File: src/rtl/mem_traffic_gen_pkg.sv
// mem_traffic_pkg: mode, state and op encodings shared by the traffic generator
package mem_traffic_pkg;
  localparam logic [1:0] MODE_IL = 2'd0;
  localparam logic [1:0] MODE_WR_RD = 2'd1;
  localparam logic [1:0] MODE_RD = 2'd2;
  localparam logic [1:0] MODE_WR = 2'd3;
  localparam logic OP_RD = 1'b0;
  localparam logic OP_WR = 1'b1;
  typedef enum logic [2:0] {S_IDLE, S_REQ, S_WAIT, S_NEXT, S_FIN} state_t;
endpackage

File: src/rtl/mem_traffic_gen_if.sv
// mem_traffic_gen_if: request/response bus between the traffic generator and the memory model
interface mem_traffic_gen_if #(parameter int WD = 32, parameter int WA = 20);
  logic [WA-1:0] mem_a;
  logic mem_re, mem_we;
  logic [WD-1:0] mem_d, mem_q;
  logic mem_busy, mem_done;
  modport master (output mem_a, mem_re, mem_we, mem_d, input mem_q, mem_busy, mem_done);
  modport slave (input mem_a, mem_re, mem_we, mem_d, output mem_q, mem_busy, mem_done);
endinterface

File: src/rtl/mem_traffic_gen_seq.sv
// mtg_seq: walks index/phase and generates op, address, pattern data and last flag
module mtg_seq
  import mem_traffic_pkg::*;
#(parameter int WD = 32, parameter int WA = 20, parameter int WC = 16, parameter int SEED = 1) (
  input  logic          clk,
  input  logic          rst,
  input  logic          load,
  input  logic          adv,
  input  logic [1:0]    mode,
  input  logic [WA-1:0] base,
  input  logic [WA-1:0] stride,
  input  logic [WC-1:0] len,
  output logic          op,
  output logic [WA-1:0] addr,
  output logic [WD-1:0] data,
  output logic          last
);
  logic [1:0] mode_r;
  logic [WA-1:0] base_r, stride_r;
  logic [WC-1:0] len_r, i;
  logic ph, end_i;
  assign end_i = i == len_r - WC'(1);
  assign last = end_i && (mode_r[1] || ph);
  assign op = mode_r == MODE_RD ? OP_RD : mode_r == MODE_WR ? OP_WR : ph ? OP_RD : OP_WR;
  // address and data are stepped incrementally so no multiplier is needed for BASE + i*STRIDE
  always_ff @(posedge clk)
    if (rst) begin
      mode_r <= '0;
      base_r <= '0;
      stride_r <= '0;
      len_r <= '0;
      i <= '0;
      ph <= 1'b0;
      addr <= '0;
      data <= '0;
    end else if (load) begin
      mode_r <= mode;
      base_r <= base;
      stride_r <= stride;
      len_r <= len;
      i <= '0;
      ph <= 1'b0;
      addr <= base;
      data <= WD'(SEED);
    end else if (adv) begin
      if (mode_r == MODE_IL && !ph) ph <= 1'b1;
      else if (mode_r == MODE_WR_RD && !ph && end_i) begin
        ph <= 1'b1;
        i <= '0;
        addr <= base_r;
        data <= WD'(SEED);
      end else begin
        ph <= mode_r == MODE_IL ? 1'b0 : ph;
        i <= i + WC'(1);
        addr <= addr + stride_r;
        data <= data + WD'(1);
      end
    end
endmodule

File: src/rtl/mem_traffic_gen.sv
// mem_traffic_gen: handshake FSM, watchdog, read checker and counters around the op sequencer
module mem_traffic_gen
  import mem_traffic_pkg::*;
#(parameter int WD = 32, parameter int WA = 20, parameter int WC = 16,
  parameter int TIMEOUT_CYC = 1024, parameter int SEED = 1) (
  input  logic              clk,
  input  logic              rst,
  input  logic              start,
  input  logic [1:0]        mode,
  input  logic [WA-1:0]     base,
  input  logic [WA-1:0]     stride,
  input  logic [WC-1:0]     len,
  mem_traffic_gen_if.master bus,
  output logic              done,
  output logic              timeout,
  output logic [WC-1:0]     err_cnt,
  output logic [WA-1:0]     first_err_a,
  output logic [WC-1:0]     acc_cnt
);
  localparam int WT = $clog2(TIMEOUT_CYC + 1);
  state_t state, next;
  logic req, op, last, go, act, cmpl, tmo, mis;
  logic [WT-1:0] wd;
  logic [WA-1:0] addr;
  logic [WD-1:0] exp_d;
  assign go = state == S_IDLE && start;
  assign act = state == S_REQ || state == S_WAIT;
  assign cmpl = act && bus.mem_done;
  assign tmo = act && !bus.mem_done && wd == WT'(TIMEOUT_CYC - 1);
  assign mis = cmpl && op == OP_RD && bus.mem_q != exp_d;
  assign bus.mem_re = req && op == OP_RD;
  assign bus.mem_we = req && op == OP_WR;
  assign bus.mem_a = addr;
  assign bus.mem_d = exp_d;
  mtg_seq #(.WD(WD), .WA(WA), .WC(WC), .SEED(SEED)) u_seq (
    .clk(clk), .rst(rst), .load(go), .adv(state == S_NEXT && !last),
    .mode(mode), .base(base), .stride(stride), .len(len),
    .op(op), .addr(addr), .data(exp_d), .last(last)
  );
  // state register
  always_ff @(posedge clk)
    if (rst) state <= S_IDLE;
    else state <= next;
  // next state: completion beats busy, watchdog beats everything but completion
  always_comb begin
    next = state;
    case (state)
      S_IDLE: next = !start ? S_IDLE : len == '0 ? S_FIN : S_REQ;
      S_REQ: next = bus.mem_done ? S_NEXT : tmo ? S_FIN : bus.mem_busy ? S_WAIT : S_REQ;
      S_WAIT: next = bus.mem_done ? S_NEXT : tmo ? S_FIN : S_WAIT;
      S_NEXT: next = last ? S_FIN : S_REQ;
      default: next = S_IDLE;
    endcase
  end
  // request, watchdog, status flags and counters; DONE rises as FIN is entered
  always_ff @(posedge clk)
    if (rst) begin
      req <= 1'b0;
      wd <= '0;
      done <= 1'b0;
      timeout <= 1'b0;
      err_cnt <= '0;
      acc_cnt <= '0;
      first_err_a <= '0;
    end else begin
      req <= next == S_REQ;
      wd <= act ? wd + WT'(1) : '0;
      done <= next == S_FIN || (done && !go);
      timeout <= tmo || (timeout && !go);
      acc_cnt <= go ? '0 : acc_cnt + WC'(cmpl);
      err_cnt <= go ? '0 : err_cnt + WC'(mis && err_cnt != '1);
      first_err_a <= go ? '0 : mis && err_cnt == '0 ? addr : first_err_a;
    end
endmodule

File: src/flat_wrapper.sv
// flat-port wrapper written by rule: the top's interface ports become plain ports
module mem_traffic_gen_flat import mem_traffic_pkg::*;
#(parameter int WD = 32, parameter int WA = 20, parameter int WC = 16,
  parameter int TIMEOUT_CYC = 1024, parameter int SEED = 1)
  (clk, rst, start, mode, base, stride, len, done, timeout, err_cnt, first_err_a, acc_cnt, bus_mem_a, bus_mem_re, bus_mem_we, bus_mem_d, bus_mem_q, bus_mem_busy, bus_mem_done);
  mem_traffic_gen_if #(.WD(WD), .WA(WA)) bus_i ();
  input  logic clk;
  input  logic rst;
  input  logic start;
  input  logic [1:0] mode;
  input  logic [WA-1:0] base;
  input  logic [WA-1:0] stride;
  input  logic [WC-1:0] len;
  output logic done;
  output logic timeout;
  output logic [WC-1:0] err_cnt;
  output logic [WA-1:0] first_err_a;
  output logic [WC-1:0] acc_cnt;
  output wire logic [$bits(bus_i.mem_a)-1:0] bus_mem_a;
  output wire logic [$bits(bus_i.mem_re)-1:0] bus_mem_re;
  output wire logic [$bits(bus_i.mem_we)-1:0] bus_mem_we;
  output wire logic [$bits(bus_i.mem_d)-1:0] bus_mem_d;
  input wire logic [$bits(bus_i.mem_q)-1:0] bus_mem_q;
  input wire logic [$bits(bus_i.mem_busy)-1:0] bus_mem_busy;
  input wire logic [$bits(bus_i.mem_done)-1:0] bus_mem_done;
  assign bus_mem_a = bus_i.mem_a;
  assign bus_mem_re = bus_i.mem_re;
  assign bus_mem_we = bus_i.mem_we;
  assign bus_mem_d = bus_i.mem_d;
  assign bus_i.mem_q = bus_mem_q;
  assign bus_i.mem_busy = bus_mem_busy;
  assign bus_i.mem_done = bus_mem_done;
  mem_traffic_gen #(.WD(WD), .WA(WA), .WC(WC), .TIMEOUT_CYC(TIMEOUT_CYC), .SEED(SEED)) u_core (.clk(clk), .rst(rst), .start(start), .mode(mode), .base(base), .stride(stride), .len(len), .bus(bus_i), .done(done), .timeout(timeout), .err_cnt(err_cnt), .first_err_a(first_err_a), .acc_cnt(acc_cnt));
endmodule
File: config.mk
export PLATFORM = sky130hd
export DESIGN_NAME = mem_traffic_gen_flat
export DESIGN_NICKNAME = d
export VERILOG_FILES = /design/src/rtl/mem_traffic_gen_pkg.sv /design/src/rtl/mem_traffic_gen_if.sv /design/src/rtl/mem_traffic_gen_seq.sv /design/src/rtl/mem_traffic_gen.sv /design/src/flat_wrapper.sv
export SDC_FILE = /design/constraint.sdc
export NUM_CORES = 1
export LEC_CHECK = 0
export CAP_MARGIN = 20
export CORE_ASPECT_RATIO = 0.8
export CORE_MARGIN = 2
export CORE_UTILIZATION = 56
export CTS_CLUSTER_DIAMETER = 30
export DETAILED_ROUTE_END_ITERATION = 6
export GPL_TIMING_DRIVEN = 1
export PLACE_DENSITY_LB_ADDON = 0.1
export SLEW_MARGIN = 40
export SYNTH_ARGS = -nofsm -noshare
export SYNTH_HDL_FRONTEND = slang
export SYNTH_SLANG_ARGS = --single-unit
File: constraint.sdc
create_clock -name clk -period 4.6 [get_ports clk]
set_clock_uncertainty 0.1 [all_clocks]
set_input_delay 0.46 -clock clk [delete_from_list [all_inputs] [get_ports clk]]
set_output_delay 0.46 -clock clk [all_outputs]
set_load 0.05 [all_outputs]
After elaboration in Yosys (flattened, before gate mapping). Cells that the tools add are included.

Add/subtract/negate cells: 7. Equal/unequal tests: 13. Multiplexer cells: 24. Bitwise gates (word level): 3. Reduce and logical (&&, ||, !) cells: 36.

Operators with widths (number): 20-bit 2-to-1 mux (4); 16-bit by 1-bit adder with 16-bit output (2); 32-bit by 1-bit adder with 32-bit output, second input constant (1); 16-bit logical NOT (2); 32-bit 2-to-1 mux (1); 32-bit inequality test (1); 3-bit 2-to-1 mux (7); 20-bit adder (1); 1-bit logical AND (17); 16-bit by 1-bit adder with 16-bit output, second input constant (1); 16-bit equality test (1); 16-bit 2-to-1 mux (1); 16-bit inequality test, second input constant (1); 16-bit by 1-bit subtractor with 16-bit output, second input constant (1); 3-bit one-hot mux with 4 select lines (1); 11-bit by 1-bit adder with 11-bit output, second input constant (1); 11-bit by 10-bit equality test with 1-bit output, second input constant (1); 1-bit 2-to-1 mux (9); 3-bit by 1-bit equality test with 1-bit output, second input constant (2); 3-bit by 2-bit equality test with 1-bit output, second input constant (2); 2-bit AND reduction (3); 2-bit equality test, second input constant (2); 1-bit logical NOT (4); 1-bit logical OR (4); other kinds (10) (13).

Register bits: 196. Input port bits: 95. Output and inout port bits: 108. Word-level logic and storage cells: 100.

Longest topological paths before layout. Gate-level depths: netlist of the first run.

Word-level depth: 9. Depth in mapped cells: 14.

By module. From an unflattened synthesis of the first run, not the netlist that was laid out.

Cell total of the unflattened synthesis: 1140. Area, all modules: 9860.7 um^2.

Modules (own cells, without submodules): mtg_seq (times used 1, cells each 762, area each 6515.0 um^2, seq. area each 2542.4 um^2); mem_traffic_gen (times used 1, cells each 378, area each 3345.7 um^2, seq. area each 1381.3 um^2).

Worst setup path after synthesis of the first run. Ideal clock, no wire load.

Kind: register to register. Start point: register u_core.u_seq.addr[0]. End point: register u_core.u_seq.addr[18]. Data arrival time: 2.979 ns. Data required time: 4.440 ns. Path slack: 1.461 ns. Stages on the path, launching flop included: 13. Buffers on the path: 0. Cells stage by stage: dfxtp_1 > ha_1 > inv_1 > fa_1 > nor2b_1 > o31a_1 > o221ai_1 > o311a_1 > o31ai_1 > a21oi_1 > xor2_1 > a221oi_1 > a31o_1.

Cells in the longest elaborated chain, start to end: 5.

RTL lines: start: declaration (RTL line mem_traffic_gen_seq.sv:14) `output logic [WA-1:0] addr,`; start signal: assignment (RTL line mem_traffic_gen_seq.sv:43) `addr <= base;`; start signal: assignment (RTL line mem_traffic_gen_seq.sv:50) `addr <= base_r;`; start signal: assignment (RTL line mem_traffic_gen_seq.sv:55) `addr <= addr + stride_r;`; 20-bit adder (RTL line mem_traffic_gen_seq.sv:55); 20-bit 2-to-1 mux (RTL line mem_traffic_gen_seq.sv:47) `else if (mode_r == MODE_WR_RD && !ph && end_i) begin`; 20-bit 2-to-1 mux (RTL line mem_traffic_gen_seq.sv:46) `if (mode_r == MODE_IL && !ph) ph <= 1'b1;`; 20-bit 2-to-1 mux (RTL line mem_traffic_gen_seq.sv:45) `end else if (adv) begin`; 20-bit 2-to-1 mux (RTL line mem_traffic_gen_seq.sv:36) `end else if (load) begin`.

No other way between the ends. The select of a mux whose other input is x is not followed. A chain may end at the register's enable or synchronous reset.

Worst setup path after layout of the first run.
Start point: register u_core.u_seq.len_r[10]. End point: register u_core.u_seq.addr[2].

Cells in the longest elaborated chain, start to end: 7. Elaborated cells between the ends (all ways): 12. Those cells by class: 1 x add/sub; 1 x eq/ne; 4 x mux; 6 x reduce/logical.

RTL lines: start: declaration (RTL line mem_traffic_gen_seq.sv:20) `logic [WC-1:0] len_r, i;`; start signal: assignment (RTL line mem_traffic_gen_seq.sv:40) `len_r <= len;`; 16-bit by 1-bit subtractor with 16-bit output * (RTL line mem_traffic_gen_seq.sv:22) `assign end_i = i == len_r - WC'(1);`; 16-bit equality test * (RTL line mem_traffic_gen_seq.sv:22); 1-bit logical AND, on equally long branches (RTL line mem_traffic_gen_seq.sv:47, mem_traffic_gen_seq.sv:23); 20-bit 2-to-1 mux / 1-bit logical NOT (equally long branches) (RTL line mem_traffic_gen_seq.sv:47, mem_traffic_gen.sv:36); 20-bit 2-to-1 mux / 1-bit logical AND (equally long branches) (RTL line mem_traffic_gen_seq.sv:46, mem_traffic_gen.sv:36); 20-bit 2-to-1 mux / 2-bit nonzero test (equally long branches); 20-bit 2-to-1 mux / 2-bit AND reduction (equally long branches).

Every way passes the cells marked *; elsewhere a longest branch is shown, timed or not. The select of a mux whose other input is x is not followed.

==> metrics, run 1 <==
status=finished clean; clk sinks=196; final WL=25400 um; Core Area=17200 sq um; Port Buf Inserts=202; Max VDD drop=between 0.2 and 0.3 mV; register area share after synthesis=0.404; post-synth top area share=0.404; CTS Hold Bufs=0; CTS Buf Count=17; Resized Gates After CTS=0; CTS tree=built; ys async rst share=0; crit path kind=reg -> reg; synth warn=0; # nets final=1472; Post-synth EDFFs=0; total power=0.00396 W; Slew Limit Fails=0; Yosys reg bits=196; diode count=0; share of layout cells above drive strength 1=0.0419; Synth Net Count=1303; mean area per synthesized cell=between 8 and 9 sq um; die height=between 100 and 150 um; Std-Cell Rows=between 40 and 50; initial core utilization=0.566; Reg2Reg Setup Slack=1120 ps; clock slew at reported path FFs=approximately 70 ps; vias in the first global route=8149; final worst path period share=0.757; PwrDens=319 nW/um^2; drt via density=between 5 and 6; Critical Path Source Type=flop; Final setup viols=0; Mapped Area=9720 sq um; CTS Buffer Depth=2; Util after Layout=0.722; routability cong.=0.881; Routed met2 length=11300 um; DR WL/cell=around 16 um; Worst Hold Class=reg -> reg; Mapped Cells=1180; Root Driver=clkbuf_16; GRT overflow=0; Slew @ Worst Pin=between 700 and 800 ps; DR pass1 iterations=5; Die ar.=about 18000 sq um; R2R cell count=9; hold slack=roughly 350 ps; CP arrival=3670 ps; crit end category=flop; setup_tns=0 ps; clk_lat worst skew=440 ps; Tmin final=3480 ps; Worst Path Required=4780 ps; Tot GR Track Use=0.273; Iteration-0 DRC Markers=630; leading area contributor after synthesis=dfxtp_1; Pleak=around 4.4 nW; Netlist cell types=65; # IOs=203; Post-CTS Setup Bufs=0; global-route wire length before repair=between 40000 and 50000 um; RSZ-0062 raised after global routing=no; pin count of the biggest net entering global routing=86; Antenna Nets Post-Route=0; Top FF cell, synth=dfxtp_1; Die X=151 um; crit-path max FO=37; top-count cell post-synth=dfxtp_1; met3 wire length=about 1600 um; top sig layer=met4; Rel. slew slack=0.487; Max-Cap Viols=0; vias=8898; Hold Path Depth=2; M1 WL=12200 um; dpl hpwl=17500 um; fmax=0.287 GHz; most instantiated cells after synthesis=dfxtp_1, nand2_1, nor2_1; H-tree depth=4; DR DRC count=0; final hold viol count=0; Area Growth Syn to Fin=27.5%; initial antenna violation count=1; top cells by area, synth=dfxtp_1, xnor2_1, nand2_1, nor2_1, a21oi_1
[layout by cell type (no fill, tap or decap), drive strengths merged, types with 26 or more instances in the layout]
master / netlist / routed
nand3: 38 / 38
ha: 27 / 27
xnor2: 88 / 88
nand4: 31 / 31
xor2: 52 / 52
a21oi: 94 / 94
mux2i: 33 / 33
nand2: 169 / 169
dfxtp: 196 / 196
clkdlybuf4s50: 0 / 201
o21ai: 26 / 26
inv: 25 / 27
nor2: 159 / 159
[stage by stage]
step           instances  worst slack, ps  instance area, sq um
2_1_floorplan       1180             1460                  9720
3_3_place_gp        1555             1300                 11800
3_5_place_dp        1555             1170                 11800
4_1_cts             1587             1130                 12400
5_1_grt             1587              825                 12400
6_report            1587             1120                 12400
[sequential cells by signal, indices dropped and copies added (netlist names), 2 cells and up]
name,flops
u_core.err_cnt,16
u_core.u_seq.i,16
u_core.u_seq.addr,20
u_core.u_seq.base_r,20
u_core.first_err_a,20
u_core.acc_cnt,16
u_core.u_seq.data,32
u_core.wd,11
u_core.u_seq.stride_r,20
u_core.u_seq.mode_r,2
u_core.u_seq.len_r,16
u_core.state,3
[cells by family (layout without fill, tap and decap cells)]
kind of cell | Yosys count | count (layout) | synth area share
AND/OR/NAND/NOR | 508 | 508 | 0.240
flip-flops | 196 | 196 | 0.404
AO/OA/AOI/OAI | 187 | 187 | 0.116
XOR/XNOR | 141 | 141 | 0.129
buffers and inverters | 84 | 266 | 0.0373
multiplexers | 36 | 36 | 0.0375
adder cells (fa/ha/maj) | 28 | 28 | 0.0368
[report_power, final]
part	switching (W)	leakage, nW	internal (W)
clock	0.000687	0.268	0.000781
combinational	0.000383	2.58	0.000277
sequential	0.0000670	1.59	0.00176
total	0.00114	4.44	0.00282
[metal layers]
| layer | vias up | track usage |
|---|---|---|
| met5 | - | 0 |
| met4 | 0 | 0.0578 |
| met3 | 25 | 0.0494 |
| met2 | 296 | 0.430 |
| met1 | 4187 | 0.392 |
| li1 | 4390 | - |
[area by class of cell]
| type | instances | area, sq um |
|---|---|---|
| Clock buffer | 19 | 453 |
| Clock inverter | 13 | 125 |
| Fill cell | 1381 | 4770 |
| Sequential cell | 196 | 3920 |
| Timing Repair Buffer | 209 | 2070 |
| Multi-Input combinational cell | 900 | 5440 |
| Tap cell | 225 | 282 |
| Inverter | 25 | 93.8 |
[critical path, cell delays in order, from the launching register on]
cell,delay [ps]
dfxtp_1,370
or4_4,560
or3_1,340
o21a_1,190
nor4_2,400
nand4_2,290
nand2_2,650
nor2_1,110
a21oi_1,170
o22ai_1,140
[path summary, 6_finish.rpt]
kind | startpoint | end
setup / recovery | u_core.u_seq.len_r[10] | u_core.u_seq.addr[2]
hold / removal | u_core.u_seq.base_r[17] | u_core.u_seq.base_r[17]
setup reg to reg | u_core.u_seq.len_r[10] | u_core.u_seq.addr[2]
hold reg to reg | u_core.u_seq.base_r[17] | u_core.u_seq.base_r[17]
Power figures use the tool's default switching activity.
==> run 2, diff against run 1 <==
Settings changed: CORE_UTILIZATION 56 to 52.
Clock period 4.6 ns to 3.5 ns, I/O delays scaled along.
==> run 2 against run 1 <==
Count of clock-buffer cells in the layout stayed put. Clock power increased by 32%. Register-to-register slack worse by 820 ps. Routed wire length decreased by 1.2%. Sequential share of layout area is 0.44 points lower. Final cell count increased by 2.5%. Sequential power up 31%. Total power is 32% higher. Utilization decreased by 3.2 points. Critical path depth is the same. Die area rose by 7.5%. Combinational power up 35%.
==> metrics, run 2 (same netlist as run 1, synthesis figures left out) <==
status=finished clean; CTS Buffer Depth=2; most frequent cells in the layout=clkdlybuf4s50_1, dfxtp_1, nand2_1, nor2_1, a21oi_1; DR WL/cell=15.4 um; CP max stage delay=560 ps; Max VDD drop=0.305 mV; share of layout cells above drive strength 1=0.0488; # nets final=1484; FF-to-FF End=u_core.u_seq.data[31]; DR pass1 iterations=5; pin count of the biggest net entering global routing=83; Area Growth Syn to Fin=29.4%; initial core utilization=0.533; die height=approximately 130 um; CTS Buf Count=17; Die X=157 um; DR DRC count=0; CTS Hold Bufs=0; diode count=0; Hold Startpoint=rst; Iteration-0 DRC Markers=553; Final setup viols=0; Register Area=3920 sq um; Slew Limit Fails=0; met3 wire length=1320 um; CTS tree=built; fmax=0.312 GHz; Core Area=18200 sq um; Worst Path Required=3730 ps; critical path cell sequence=or4_4, or3_1, o21a_1, nor4_2, nand4_2, nand4b_1, nor4_1, xnor2_1, nor2_1; placed cell area=12000 sq um; Endpoint, Worst Hold=u_core.u_seq.data[0]; # IOs=203; Hold Path Depth=2; Worst Hold Class=in -> reg; Root Driver=clkbuf_16; clk sinks=196; drt via density=5.44; area of the multi-input gates=5450 sq um; Reg2Reg Setup Slack=300 ps; Rel. slew slack=0.483; Slowest cell on crit path=or4_4; GRT overflow=0; final instance area=12600 sq um; R2R cell count=9; Tmin final=3200 ps; Antenna Nets Post-Route=0; Largest register FFs=32; initial antenna violation count=1; PwrDens=417 nW/um^2; H-tree depth=4; final hold viol count=0; clk_lat worst skew=440 ps; Slew @ Worst Pin=773 ps; commonest non-fill, non-tap cell in the layout=clkdlybuf4s50_1; crit path kind=reg -> reg; Std-Cell Rows=44; Tot GR Track Use=0.255; vias=8851; WP depth=9; CP arrival=approximately 3400 ps; dpl hpwl=18300 um; Die ar.=between 15000 and 20000 sq um; Reg-to-Reg Start=u_core.u_seq.len_r[10]; Resized Gates After CTS=0; final worst path period share=0.915; largest reg by FF count=u_core.u_seq.data; M1 WL=12400 um; vias in the first global route=8346; Routed met2 length=between 10000 and 15000 um; Max-Cap Viols=0; Critical Path Source Type=flop; Pleak=4.54 nW; setup_tns=0 ps; global-route wire length before repair=41300 um; crit-path max FO=11; Filler Cell Count=1561; Crit path max-delay family=simple AND/OR/NAND/NOR gates; routability cong.=around 0.86; top sig layer=met5; final WL=around 25000 um; RSZ-0062 raised after global routing=no; Util after Layout=0.690; crit end category=flop; Worst Path Buf+Inv=0; clock slew at reported path FFs=70 ps; Port Buf Inserts=202
-- run 2: worst reg2reg max path: stages, from the launching register on --
cell,delay (ps)
dfxtp_1,370
or4_4,560
or3_1,340
o21a_1,190
nor4_2,410
nand4_2,280
nand4b_1,500
nor4_1,130
xnor2_1,160
nor2_1,50
-- run 2: timing repair --
item,4_1_cts,5_1_grt
buffers inserted,0,0
endpoints found under the setup margin,0,1
endpoints found under the hold margin,0,0
-- run 2: through the flow --
stage | total power (W) | cells | hold WS (ps) | setup slack [ps]
4_1_cts | 0.00526 | 1626 | 16.5 | 290
3_3_place_gp | 0.00332 | 1595 | 333 | 419
2_1_floorplan | 0.00301 | 1180 | 330 | 361
6_report | 0.00523 | 1626 | 31.5 | 298
5_1_grt | 0.00545 | 1626 | 44.5 | 12.3
3_5_place_dp | 0.00333 | 1595 | 346 | 323
-- run 2: area by class of cell --
| class | count | share of cell area |
|---|---|---|
| well taps | 253 | 0.0252 |
| clock buffers | 19 | 0.0352 |
| clock inverters | 12 | 0.0105 |
| flip-flops and latches | 196 | 0.312 |
| inverters | 25 | 0.00747 |
| multi-input cells | 900 | 0.433 |
| repair buffers | 221 | 0.176 |
-- run 2: per-layer routing --
metal	GRT usage	vias to the layer above
li1	-	4414
met3	0.0520	23
met4	0.0577	2
met1	0.366	4187
met5	0	-
met2	0.396	225
-- run 2: worst max path at each step --
stage                      startpoint                    end  slack [ps]
2_1_floorplan    u_core.u_seq.addr[0]  u_core.u_seq.addr[18]         360
3_5_place_dp   u_core.u_seq.len_r[10]  u_core.u_seq.data[27]         320
4_1_cts        u_core.u_seq.len_r[10]  u_core.u_seq.data[27]         290
6_report       u_core.u_seq.len_r[10]  u_core.u_seq.data[31]         300
3_3_place_gp   u_core.u_seq.len_r[10]  u_core.u_seq.data[25]         420
5_1_grt         u_core.u_seq.len_r[3]  u_core.u_seq.data[19]          10
-- run 2: report_power, final --
| group | leakage (nW) | switching [W] | internal, W | total [W] |
|---|---|---|---|---|
| Sequential | 1.59 | 0.0000822 | 0.00232 | 0.00240 |
| Combinational | 2.66 | 0.000510 | 0.000381 | 0.000891 |
| Clock | 0.283 | 0.000873 | 0.00107 | 0.00194 |
